### src/rtl/pipe_ctrl_pkg.sv
// pipe_ctrl_pkg: shared constants, state encoding and helpers for the pipeline controller
package pipe_ctrl_pkg;
    localparam logic        Stop       = 1'b1;
    localparam logic        NoStop     = 1'b0;
    localparam logic [31:0] EXC_VECTOR = 32'h0000_0040;
    localparam logic [31:0] EXC_ERET   = 32'h0000_000e;
    localparam logic [5:0]  STALL_NONE = {6{NoStop}};
    localparam logic [5:0]  STALL_ID   = 6'b000111;
    localparam logic [5:0]  STALL_EX   = 6'b001111;

    typedef enum logic [1:0] {
        IDLE        = 2'd0,
        MC_BUSY     = 2'd1,
        FLUSH_GUARD = 2'd2
    } state_t;

    // A request of zero cycles still costs one stall cycle, so the counter loads max(n,1)-1
    function automatic logic [5:0] mc_load(input logic [5:0] cycles);
        return (cycles == 6'd0) ? 6'd0 : cycles - 6'd1;
    endfunction
endpackage

### src/rtl/pipe_ctrl.sv
// pipe_ctrl: pipeline stall/flush controller for hazards, multi-cycle EX ops and exceptions
module pipe_ctrl
    import pipe_ctrl_pkg::*;
(
    input  logic        clk,
    input  logic        rst,
    input  logic        stallreq_id,
    input  logic        ex_mc_req,
    input  logic [5:0]  ex_mc_cycles,
    input  logic [31:0] excptype_i,
    input  logic [31:0] epc_i,
    output logic [5:0]  stall,
    output logic        flush,
    output logic [31:0] new_pc,
    output logic        ex_mc_done
);
    state_t      state, state_nxt;
    logic [5:0]  cnt, cnt_nxt;
    logic        exc;

    // Exceptions are honoured everywhere except the guard cycle that follows a flush
    assign exc = (excptype_i != 32'd0) && (state != FLUSH_GUARD);

    // State and countdown registers; reset aborts any multi-cycle op in flight
    always_ff @(posedge clk or negedge rst) begin
        if (!rst) begin
            state <= IDLE;
            cnt   <= 6'd0;
        end else begin
            state <= state_nxt;
            cnt   <= cnt_nxt;
        end
    end

    // Next state and counter: exception wins, then multi-cycle start/countdown
    always_comb begin
        state_nxt = exc                  ? FLUSH_GUARD :
                    (state == IDLE)      ? (ex_mc_req ? MC_BUSY : IDLE) :
                    (state == MC_BUSY)   ? ((cnt != 6'd0) ? MC_BUSY : IDLE) :
                                           IDLE;
        cnt_nxt   = exc                               ? 6'd0 :
                    (state == IDLE && ex_mc_req)      ? mc_load(ex_mc_cycles) :
                    (state == MC_BUSY && cnt != 6'd0) ? cnt - 6'd1 :
                                                        cnt;
    end

    // Outputs: everything held quiet while reset is asserted, regardless of inputs
    always_comb begin
        flush      = rst && exc;
        new_pc     = !flush ? 32'd0 : (excptype_i == EXC_ERET) ? epc_i : EXC_VECTOR;
        ex_mc_done = rst && !exc && (state == MC_BUSY) && (cnt == 6'd0);
        stall      = (!rst || exc)        ? STALL_NONE :
                     (state == IDLE)      ? (ex_mc_req ? STALL_EX : stallreq_id ? STALL_ID : STALL_NONE) :
                     (state == MC_BUSY)   ? ((cnt != 6'd0) ? STALL_EX : STALL_NONE) :
                                            STALL_NONE;
    end
endmodule

### config.mk
export PLATFORM = sky130hd
export DESIGN_NAME = pipe_ctrl
export DESIGN_NICKNAME = d
export VERILOG_FILES = /design/src/rtl/pipe_ctrl_pkg.sv /design/src/rtl/pipe_ctrl.sv
export SDC_FILE = /design/constraint.sdc
export NUM_CORES = 1
export LEC_CHECK = 0
export BUFFER_PORTS_ARGS = -buffer_cell sky130_fd_sc_hd__buf_4
export CORE_UTILIZATION = 37
export DETAILED_ROUTE_END_ITERATION = 8
export PLACE_DENSITY = 0.87
export RECOVER_POWER = 50
export SETUP_SLACK_MARGIN = 0.5
export SLEW_MARGIN = 20
export SYNTH_ARGS = -nofsm -noshare
export SYNTH_HDL_FRONTEND = slang
export SYNTH_SLANG_ARGS = --single-unit
### constraint.sdc
create_clock -name clk -period 4.9 [get_ports clk]
set_input_delay 1.225 -clock clk [delete_from_list [all_inputs] [get_ports clk]]
set_output_delay 1.225 -clock clk [all_outputs]
set_load 0.03 [all_outputs]
==> flow_summary.yaml <==
flow_run:
  max_cap_violations: 0
clocking:
  cts_repair_resize_count: 0
  cts.sink_count: 8
  cts_post_setup_buffers_inserted: 0
  clkSlewWorstSetupHoldPaths_ns: 0.05
  tritoncts: "done"
  ctsRootBufferMaster: "clkbuf_4"
  clk_latency_ns: 0.25
  max-clock-path-buffers: 2
  numCtsBuffers: 3
  ctsHtreeMaxLevel: 1
  cts_hold_repair.buffers: 0
routing:
  detail_route.wl_per_cell_um: 14.0
  detailedRoute.firstPassIterationCount: 4
  drt_first_iter_violations: 21
  detail_route.drc_violations: 0
  via_count: 1310
  avgViaCountPerCell: 4.96
  detail-route-antenna-nets: 0
  drt_wl_total_um: 3690
critical_path:
  start_kind: "input pin"
  cpLargestDelayFamily: "simple AND/OR/NAND/NOR gates"
  cp_data_required_time_ns: 3.67
  r2r_slack_ns: 2.84
  crit_slowest_cell: "nor3b_1"
  cpPeakStageDelay_ns: 0.65
  critPathCaptureType: "primary output"
  largest_driver_fanout_on_the_critical_path: 6
  crit_buf_inv: 2
  crit_arrival_ns: 3.18
  critPathKind: "input pin to primary output"
  path_cells: "clkbuf_4 -> nor4_1 -> nand4_1 -> or2_0 -> nor3b_1 -> and2_0 -> buf_4"
synth:
  synth_seq_cells: 8
  post_synth_instance_area_um2: 1010
  synthCells: 125
  synthArstFlopShare_pct: 100
  synthDominantCellAreaShare_pct: 21.1
  synth_most_common_cell: "and2_1"
  postSynthAreaPerCell_um2: 8.08
  synth.yosys.warnings: 0
  synth_edf_count: 0
  yosysSeqAreaShare_pct: 19.8
  dominantRegCellSynth: "dfrtp_1"
  yosys-top-cells-count: "and2_1 (34), nor2_1 (9), dfrtp_1 (8), nor3_1 (7), nor4_1 (6)"
  top_cell_type_by_total_area_after_synthesis: "and2_1"
  synth.top_cells.by_area: "and2_1 (21%), dfrtp_1 (20%), ha_1 (5.0%)"
  synth_cell_type_count: 36
floorplanning:
  die_x_um: 54.2
  core_region_area_um2: 2520
  floorplan.die_area_um2: 2940
  floorplan.initialDensity_pct: 40.0
  top_level_ports: 114
  die_height_um: 54.2
  placementRows: 18
status:
  outcome: "finished, final reports clean"
place:
  placed_cell_area_um2: 1830
  place.detailed.hpwl_um: 3170
  routabilityCongestion: 0.822
  port-buffer-count: 111
cells_and_area:
  antennaDiodeCount: 0
  final_layout_size_suffix_gt1_share_pct: 49.6
  final_nets: 314
  filler_cell_count: 230
  finish.utilization_pct: 71.8
  layout.cell_area.non_filler_um2: 1810
  areaGrowthSynthToFinish_pct: 79.3
sta:
  slew_violations: 0
  worst_hold_margin_ns: 0.559
  tightest_slew_ns: 0.734
  setup-tns-final_ns: 0
  timing.clock.skew_ns: 0.00253
  setup_viol: 0
  finalCriticalPeriod_ns: 4.40
  hold_violations: 0
  maxSlewHeadroom_pct: 51.0
  max_freq_ghz: 0.227
  layout_worst_path_cycle_share_pct: 89.9
  grt_setup_unrepaired: "false"
power_and_ir_drop:
  p_clk_share_pct: 28.0
  seq_power_share_pct: 38.3
  cellPowerDensity_nw_per_um2: 95.5
  worst_ir_drop_vdd_mv: 0.0856
  netSwitchingFraction_pct: 22.2
  net-switching-power_uw: 38.4
  cell_internal_pwr_uw: 134
  p_leak_uw: 0.000925
  combinational_power_share_pct: 33.7
global_route:
  grt_antenna_before_repair: 0
  grt_overflow: 0
  grt_pass1_vias: 1140
  grt_usage_pct: 24.7
  grt_max_degree: 32
  grt_pass1_wl_um: 5220
min_path:
  worstHoldPathType: "flip-flop to flip-flop"
==> through the flow <==
step                      worst slack (ns)  total power, µW  cells
after CTS                            0.795              177    264
final                                0.497              173    264
after global placement               0.812              125    261
after global routing                 0.344              183    264
after detailed placement             0.805              127    261
after floorplan                      0.736             79.3    126
==> layer usage <==
layer,GRT usage [%],wire length (µm),vias to the layer above
met2,44.9,1900,56
met4,6.84,37,0
met5,0,0,-
met3,6.11,414,4
met1,28.3,1330,594
li1,-,-,656
==> sequential cells by signal, summed over array words and instances (netlist names) <==
| signal | flops |
|---|---|
| cnt | 6 |
| state | 2 |
==> path summary, 6_finish.rpt <==
kind                                start        to  cells past startpoint
min                                cnt[1]    cnt[1]                      1
min reg2reg                        cnt[1]    cnt[1]                      1
min in group asynchronous             rst    cnt[2]                      1
max                        excptype_i[26]  stall[3]                      7
max reg2reg                        cnt[0]    cnt[0]                      6
max in group asynchronous             rst  state[0]                      1
==> worst register-to-register path, stage by stage, from the launching register on <==
cell      delay [ns]
dfrtp_1         0.40
inv_1           0.09
ha_1            0.23
a311oi_2        0.21
buf_4           0.20
nor3b_1         0.63
a22o_2          0.24
==> layout by cell type, fill, tap and decap left out, types with 2 or more instances in the layout <==
master / synthesis / final
buf_4: 4 / 104
and2_1: 34 / 32
nor2_1: 9 / 9
dfrtp_1: 8 / 8
nor3_1: 7 / 7
clkbuf_1: 0 / 7
nor4_1: 6 / 6
inv_1: 4 / 4
xnor2_1: 4 / 4
ha_1: 4 / 4
clkbuf_4: 0 / 4
nand2b_1: 3 / 3
nand2_1: 3 / 3
nor3b_1: 2 / 3
a21oi_1: 3 / 3
or3_1: 2 / 2
nand4_1: 2 / 2
o31a_1: 2 / 2
and2_0: 0 / 2
nand3_1: 2 / 2
o21ai_0: 2 / 2
o221a_2: 2 / 2
o22ai_1: 2 / 2
a22o_2: 2 / 2
mux2i_1: 2 / 2
conb_1: 1 / 2
==> layout make-up <==
cell class,count,area (µm²),area share [%]
Inverter,4,15.0,0.829
Sequential cell,8,200,11.1
Clock buffer,3,22.5,1.24
Multi-Input combinational cell,106,716,39.5
Timing Repair Buffer,113,820,45.3
Tap cell,30,37.5,2.07
==> power groups by stage <==
| stage | clock network, µW | logic, µW | registers [µW] |
|---|---|---|---|
| 2_1_floorplan | 0 | 12.1 | 67.3 |
| 3_3_place_gp | 0 | 58.2 | 67.3 |
| 3_5_place_dp | 0 | 59.3 | 67.3 |
| 4_1_cts | 51.0 | 59.5 | 66.1 |
| 5_1_grt | 52.7 | 63.8 | 66.1 |
| 6_report | 48.5 | 58.2 | 66.2 |
==> cell families (layout without fill, tap and decap cells) <==
| group | Yosys count | in the layout | share of synthesized area, % |
|---|---|---|---|
| AO/OA/AOI/OAI | 19 | 19 | 15.1 |
| adder cells (fa/ha/maj) | 4 | 4 | 4.96 |
| flip-flops | 8 | 8 | 19.8 |
| multiplexers | 2 | 2 | 1.98 |
| buffers and inverters | 12 | 120 | 8.30 |
| other | 1 | 2 | 0.371 |
| AND/OR/NAND/NOR | 74 | 74 | 45.1 |
| XOR/XNOR | 5 | 5 | 4.34 |
No activity file was read; power rests on OpenSTA's default activity.
